==> config.mk <==
export PLATFORM = sky130hd
export DESIGN_NAME = regfile_wr_arbiter
export DESIGN_NICKNAME = d
export VERILOG_FILES = /design/src/rtl/regfile_wr_arbiter.sv
export SDC_FILE = /design/constraint.sdc
export NUM_CORES = 1
export LEC_CHECK = 0
export BUFFER_PORTS_ARGS = -buffer_cell sky130_fd_sc_hd__buf_2
export CORE_AREA = 2 2 114 72
export CTS_CLUSTER_DIAMETER = 150
export DETAILED_ROUTE_END_ITERATION = 16
export DIE_AREA = 0 0 116 74
export GPL_ROUTABILITY_DRIVEN = 0
export GPL_TIMING_DRIVEN = 1
export HOLD_SLACK_MARGIN = 0.05
export PLACE_DENSITY = 0.76
export SETUP_SLACK_MARGIN = 0.1
export SLEW_MARGIN = 40
export SYNTH_ARGS = -nofsm -noshare
export SYNTH_HDL_FRONTEND = slang
export SYNTH_SLANG_ARGS = --single-unit
export TNS_END_PERCENT = 20
==> constraint.sdc <==
create_clock -name clk -period 3.05 [get_ports clk]
set_input_delay 0.1525 -clock clk [delete_from_list [all_inputs] [get_ports clk]]
set_output_delay 0.1525 -clock clk [all_outputs]
set_load 0.03 [all_outputs]
==> src/rtl/regfile_wr_arbiter.sv <==
// Write-port arbiter for the register file: round-robin grant among NREQ writers plus a clear sweep.
// Build macro RFARB_HIPRI0_EN gives requester 0 fixed priority over a round-robin group 1..NREQ-1.
module regfile_wr_arbiter #(
    parameter int NREQ  = 4,
    parameter int AW    = 5,
    parameter int DW    = 32,
    parameter int NREGS = 32
) (
    input  logic               clk,
    input  logic               rst,
    input  logic               clr_start,
    output logic               clr_busy,
    input  logic [NREQ-1:0]    req_valid,
    input  logic [NREQ*AW-1:0] req_addr,
    input  logic [NREQ*DW-1:0] req_data,
    output logic [NREQ-1:0]    req_ready,
    output logic               rf_we,
    output logic [AW-1:0]      rf_waddr,
    output logic [DW-1:0]      rf_wdata,
    output logic [2:0]         grant_id
);
    localparam int PW = $clog2(NREQ);
    localparam logic [AW-1:0] LAST = AW'(NREGS - 1);
`ifdef RFARB_HIPRI0_EN
    localparam logic [PW-1:0] PTR_RST = PW'(1);
`else
    localparam logic [PW-1:0] PTR_RST = '0;
`endif

    typedef enum logic {ARB, CLEAR} state_t;

    state_t        state, state_nxt;
    logic [PW-1:0] ptr, ptr_nxt, win, cand;
    logic [AW-1:0] cnt;
    logic          found, grant;
    logic [AW-1:0] win_addr;
    logic [DW-1:0] win_data;

    // Rotating search for the first valid requester starting at ptr.
    always_comb begin
        found = 1'b0;
        win   = '0;
        cand  = '0;
`ifdef RFARB_HIPRI0_EN
        if (req_valid[0]) begin
            found = 1'b1;
        end else begin
            for (int k = 0; k < NREQ - 1; k++) begin
                cand = PW'(1 + ((int'(ptr) - 1 + k) % (NREQ - 1)));
                if (!found && req_valid[cand]) begin
                    found = 1'b1;
                    win   = cand;
                end
            end
        end
        ptr_nxt = (win == '0) ? ptr : (win == PW'(NREQ - 1)) ? PW'(1) : win + 1'b1;
`else
        for (int k = 0; k < NREQ; k++) begin
            cand = PW'((int'(ptr) + k) % NREQ);
            if (!found && req_valid[cand]) begin
                found = 1'b1;
                win   = cand;
            end
        end
        ptr_nxt = (win == PW'(NREQ - 1)) ? '0 : win + 1'b1;
`endif
    end

    always_comb begin
        win_addr = '0;
        win_data = '0;
        for (int i = 0; i < NREQ; i++) begin
            if (PW'(i) == win) begin
                win_addr = req_addr[i*AW +: AW];
                win_data = req_data[i*DW +: DW];
            end
        end
    end

    // clr_start outranks arbitration; reset masks ready so nothing is granted while it is held.
    assign grant     = found && (state == ARB) && !clr_start && !rst;
    assign req_ready = grant ? (NREQ'(1) << win) : '0;
    assign clr_busy  = (state == CLEAR);

    always_comb begin
        state_nxt = state;
        case (state)
            ARB:     if (clr_start) state_nxt = CLEAR;
            CLEAR:   if (cnt == LAST) state_nxt = ARB;
            default: state_nxt = ARB;
        endcase
    end

    // cnt mirrors the sweep address currently on rf_waddr while in CLEAR.
    always_ff @(posedge clk) begin
        if (rst) begin
            state    <= ARB;
            ptr      <= PTR_RST;
            cnt      <= '0;
            rf_we    <= 1'b0;
            rf_waddr <= '0;
            rf_wdata <= '0;
            grant_id <= '0;
        end else begin
            state <= state_nxt;
            rf_we <= 1'b0;
            if (state == CLEAR) begin
                if (cnt != LAST) begin
                    rf_we    <= 1'b1;
                    rf_waddr <= cnt + 1'b1;
                    rf_wdata <= '0;
                    cnt      <= cnt + 1'b1;
                end else begin
                    cnt <= '0;
                end
            end else if (clr_start) begin
                rf_we    <= 1'b1;
                rf_waddr <= '0;
                rf_wdata <= '0;
                cnt      <= '0;
            end else if (grant) begin
                rf_we    <= 1'b1;
                rf_waddr <= win_addr;
                rf_wdata <= win_data;
                grant_id <= 3'(win);
                ptr      <= ptr_nxt;
            end
        end
    end
endmodule
**Word-level counts from Yosys, hierarchy flattened**

Cells that the tools add are included.

- Output and inout port bits: 46
- Register bits after elaboration: 48
- Word-level logic and storage cells: 86

- Muxes and demuxes: 44
- Shift operators: 1
- Bitwise logic cells: 2
- Equal/unequal tests: 7
- $lt $le $gt $ge: 4
- Reduce and logical (&&, ||, !) cells: 16
- Add/subtract/negate cells: 5

Operator list:

| cell | number |
|---|---|
| 2-to-1 mux 32 bit | 8 |
| 2-to-1 mux 5 bit | 11 |
| 2-to-1 mux 1 bit | 14 |
| less-than comparator 2 x 3 -> 1 bit (second input constant) | 4 |
| 2-to-1 mux 2 bit | 5 |
| binary-select mux 1 bit (select 2 bit) | 4 |
| logical AND 1 bit | 6 |
| adder 5 x 1 -> 5 bit (second input constant) | 1 |
| == test 5 bit (second input constant) | 1 |
| zero test 1 bit | 5 |
| != test 5 bit (second input constant) | 1 |
| adder 2 x 1 -> 2 bit (second input constant) | 2 |
| adder 2 bit (second input constant) | 2 |
| == test 2 bit (first input constant) | 2 |
| 2-to-1 mux 4 bit | 1 |
| left shift 1 x 2 -> 4 bit (first input constant) | 1 |
| AND reduction 3 bit | 1 |
| nonzero test 3 bit | 1 |
| == test 1 x 2 -> 1 bit (first input constant) | 1 |
| == test 2 bit (second input constant) | 1 |
| zero test 2 bit | 1 |
| != test 2 x 1 -> 1 bit (second input constant) | 1 |
| NOT 1 bit | 2 |
| case mux 1 bit (2 select lines) | 1 |
| other kinds (2) | 2 |

**Longest topological paths before layout**

- Depth in word-level cells: 20
- Mapped depth: 12
- Gate-level depth less buffers: 9

**Worst setup path after synthesis**

OpenSTA, ideal clock, no wires.

- Path kind: reg2out
- From: register ptr[1]
- To: output port req_ready[3]
- Setup slack: 0.426 ns
- Arrival time: 2.471 ns
- Required time: 2.897 ns
- Path buffers: 1
- Cell stages (with the launch flop): 8
- Path through: dfxtp_1 -> clkbuf_1 -> mux2i_1 -> nor2_1 -> nor4_1 -> ha_1 -> inv_1 -> nor4_1

RTL lines:

| item | line | text |
|---|---|---|
| start, declared | 33 | `logic [PW-1:0] ptr, ptr_nxt, win, cand;` |
| start signal, assigned | 126 | `ptr <= ptr_nxt;` |
| parallel branches: the longest is 11 deep, another holds adder 2 x 1 -> 2 bit | n/a |  |
| 2-to-1 mux 2 bit * | 60 | `if (!found && req_valid[cand]) begin` |
| via win[0] | 33 |  |
| left shift 1 x 2 -> 4 bit * | 82 | `assign req_ready = grant ? (NREQ'(1) << win) : '0;` |
| 2-to-1 mux 4 bit * | 82 |  |
| end, declared | 16 | `output logic [NREQ-1:0] req_ready,` |

Mark *: on every way through the listed nets, which the timed path passes. The select of a mux whose other input is x is not followed.

**Worst setup path in the final report**

- From: register ptr[1]
- To: register rf_waddr[0]

- Cells in the longest elaborated chain, start to end: 20

RTL lines:

| item | line | text |
|---|---|---|
| parallel branches: the longest is 20 deep, another holds adder 2 x 1 -> 2 bit | n/a |  |
| end signal, assigned | 110 | `rf_waddr <= cnt + 1'b1;` |
| end signal, assigned | 123 | `rf_waddr <= win_addr;` |
| end, declared | 18 | `output logic [AW-1:0] rf_waddr,` |

Several ways; the timed one is not identified. The select of a mux whose other input is x is not followed.
A chain may end at the register's enable or synchronous reset.

==> impl_metrics.env <==
export IMPL_status="finished, final reports clean"
export IMPL_cts_htree_levels=2
export IMPL_setup_violations_final=0
export IMPL_async_reset_ff_share_pct=0
export IMPL_p_int_uw=1310
export IMPL_netlist_area_mm2=0.00293
export IMPL_timing_setup_tns_ns=0
export IMPL_finalWirelength_mm=9.85
export IMPL_number_of_synthesized_flops_with_an_enable_pin=0
export IMPL_gr_total_overflow=0
export IMPL_timing_max_transition_violations_final=0
export IMPL_placement_cell_area_mm2=0.00400
export IMPL_clock_power_share_pct=29.2
export IMPL_vias=3446
export IMPL_filler_cell_count=737
export IMPL_worstPathArrival_ns=2.85
export IMPL_total_leakage_power_uw=0.00196
export IMPL_portion_of_the_post_synthesis_area_used_by_sequential_elements_pct=32.8
export IMPL_power_net_switching_uw=650
export IMPL_detailedRoute_firstPassIterationCount=4
export IMPL_port_buffers=199
export IMPL_pwr_share_comb_pct=35.4
export IMPL_cts_buffer_depth=2
export IMPL_post_synthesis_net_count=506
export IMPL_worst_setup_hold_path_clk_slew_ns=0.07
export IMPL_share_of_yosys_cell_area_claimed_by_the_top_area_cell_type_pct=32.8
export IMPL_layout_stage_area_growth_over_the_synthesis_result_pct=42.1
export IMPL_holdCritPathClass="input port to flop"
export IMPL_initial_utilization_pct=38.7
export IMPL_final_area_mm2=0.00417
export IMPL_yosys_warnings=0
export IMPL_wire_per_inst_um=15.5
export IMPL_report_final_hold_viol_count=0
export IMPL_detail_route_wirelength_met1_mm=4.42
export IMPL_fin_skew_ns=0.00717
export IMPL_fmax_mhz=377
export IMPL_timing_slew_headroom_pct=52.7
export IMPL_yosys_area_top_type="dfxtp_1"
export IMPL_critical_path_peak_fanout=26
export IMPL_clock_tree_from_tritoncts="built"
export IMPL_antenna_found_initial=0
export IMPL_post_route_cells_drive_above_1_share_pct=43.4
export IMPL_timing_setup_critical_path_class="flop to flop"
export IMPL_detail_route_met3_wl_um=630
export IMPL_worst_skew_pair_late_latency_ns=0.28
export IMPL_area_of_combinational_cells_with_multiple_inputs_mm2=0.00182
export IMPL_die_area_mm2=0.00858
export IMPL_pwr_density_cell_mw_per_mm2=471
export IMPL_p_seq_share_pct=35.4
export IMPL_die_h_um=74
export IMPL_layout_worst_path_cycle_share_pct=87.0
export IMPL_power_total_uw=1960
export IMPL_largest_net_degree_at_the_start_of_global_routing=51
export IMPL_gate_count_of_the_mapped_netlist=345
export IMPL_cap_violations=0
export IMPL_cts_root_buffer_cell="clkbuf_16"
export IMPL_post_synth_num_cell_types=47
export IMPL_worstMarginPinSlew_ns=0.709
export IMPL_yosys_most_used_dff="dfxtp_1"
export IMPL_setup_worst_path_start_class="flop"
export IMPL_final_nets=689
export IMPL_floorplan_io_pins=201
export IMPL_antenna_viol_nets_final=0
export IMPL_register_area_um2=961
export IMPL_post_drt_via_cell_ratio=5.42
export IMPL_power_share_switching_pct=33.1
export IMPL_wl_met2_mm=4.73
export IMPL_maxUsedRoutingLayer="met4"
export IMPL_yosys_top_cells_area="dfxtp_1 (33%), a221oi_1 (10%), a22o_1 (9.6%), o31ai_1 (8.2%), nor2b_1 (7.3%)"
export IMPL_post_synth_cell_area_avg_um2=8.50
export IMPL_cts_sinks=48
export IMPL_detail_route_iter0_violations=257
export IMPL_grt_pass1_wl_mm=15.0
export IMPL_grt_setup_unrepaired="no"
export IMPL_finalCriticalPeriod_ns=2.65
export IMPL_crit_required_ns=3.25
export IMPL_insertedDiodeCount=0
export IMPL_postCtsSetupRepairBufs=0
export IMPL_grt_pass1_vias=3138
export IMPL_floorplan_die_width_um=116
export IMPL_track_usage_pct=22.0
export IMPL_vdd_ir_drop_worst_uv=239
export IMPL_coreArea_mm2=0.00757
export IMPL_drcViolationCount=0
export IMPL_worst_setup_ep_type="flop"
export IMPL_rows=25
export IMPL_synth_seq_cells=48
export IMPL_worst_hold_slack_ns=0.184
export IMPL_dpl_hpwl_mm=7.35
export IMPL_tritoncts_num_buffers=5
[flip-flops by register name, indices dropped and copies added (netlist names)]
register / count
rf_waddr: 5
rf_wdata: 32
grant_id: 2
ptr: 2
rf_we: 1
clr_busy: 1
cnt: 5
[critical path, cell delays in order, from the launching register on]
cell and delay [ns]:
dfxtp_1 0.44, a21oi_1 0.11, o21a_1 0.19, o22ai_1 0.26, ha_1 0.27, nor2b_4 0.34, buf_6 0.28, a221oi_1 0.10
or3_1 0.32, a311oi_1 0.24
[per-stage QoR]
stage / std cells / util (%) / worst slack, ns
after global routing: 636 / 55.0 / 0.164
final: 636 / 55.0 / 0.397
after floorplan: 345 / - / 0.426
after detailed placement: 629 / 52.8 / 0.155
after global placement: 629 / 52.8 / 0.272
after CTS: 636 / 54.8 / 0.135
[cells in the mapped netlist, types with 2 or more instances]
| library cell | count |
|---|---|
| o21bai_1 | 2 |
| nor3b_1 | 2 |
| a211oi_1 | 2 |
| inv_1 | 5 |
| a311oi_1 | 4 |
| o22ai_1 | 3 |
| a21o_1 | 2 |
| nor2_1 | 13 |
| a221oi_1 | 34 |
| nor2b_1 | 34 |
| nor4_1 | 2 |
| nor3_1 | 2 |
| a22o_1 | 32 |
| a21oi_1 | 7 |
| clkbuf_1 | 24 |
| buf_2 | 6 |
| a2bb2oi_1 | 3 |
| nand2b_1 | 4 |
| buf_6 | 3 |
| o31ai_1 | 32 |
| o21ai_0 | 4 |
| o221ai_1 | 3 |
| nand2_1 | 44 |
| ha_1 | 6 |
| dfxtp_1 | 48 |
| and2_1 | 3 |
[power groups by stage]
stage | Clock [uW] | Sequential [uW] | Combinational [uW]
detailed placement | 0 | 708 | 687
global placement | 0 | 707 | 672
floorplan | 0 | 776 | 385
global route | 614 | 700 | 762
CTS | 588 | 695 | 689
finish | 573 | 695 | 696
[repair_timing]
item / 4_1_cts / 5_1_grt
endpoints found under the hold margin: 0 / 0
setup endpoints to repair: 0 / 28
resized for setup: 0 / 3
hold buffers: 0 / 0
[worst paths after layout]
kind                  startpoint                   endpoint  slack [ns]  cells after the start
max reg2reg  ptr[1]$_SDFFE_PP0P_   rf_waddr[0]$_SDFFE_PP0P_        0.40                      9
max          ptr[1]$_SDFFE_PP0P_   rf_waddr[0]$_SDFFE_PP0P_        0.40                      9
min                req_data[114]  rf_wdata[18]$_SDFFE_PP0P_        0.18                      4
min reg2reg  cnt[4]$_SDFFE_PP0P_        cnt[4]$_SDFFE_PP0P_        0.47                      2
[cell type report]
type / count / area share [%]
Inverter: 5 / 0.450
Tap cell: 108 / 3.24
Sequential cell: 48 / 23.1
Clock buffer: 7 / 3.66
Multi-Input combinational cell: 258 / 43.6
Timing Repair Buffer: 210 / 26.0
[cells by family after synthesis]
logic type      count (synthesis)  synth area share (%)
other cells                     1                 0.128
buf+inv                        39                  6.14
compound gates                135                  37.5
mux                             2                 0.725
xor+xnor                        1                 0.299
flops                          48                  32.8
fa+ha+maj                       6                  2.56
simple gates                  113                  19.8
[per-layer routing]
layer	vias to the layer above	track usage (%)
li1	1684	-
met1	1629	28.2
met2	125	39.2
met3	8	4.40
met4	0	3.97
met5	-	0
[placed cells by master, fill, tap and decap left out, types with 7 or more instances in the layout]
cell,netlist,final
nor2b_1,34,33
o31ai_1,32,32
a221oi_1,34,34
nor2_1,13,13
buf_4,1,10
dfxtp_1,48,48
a21oi_1,7,7
nand2_1,44,44
a22o_1,32,32
buf_2,6,199
No activity file was read; power rests on OpenSTA's default activity.
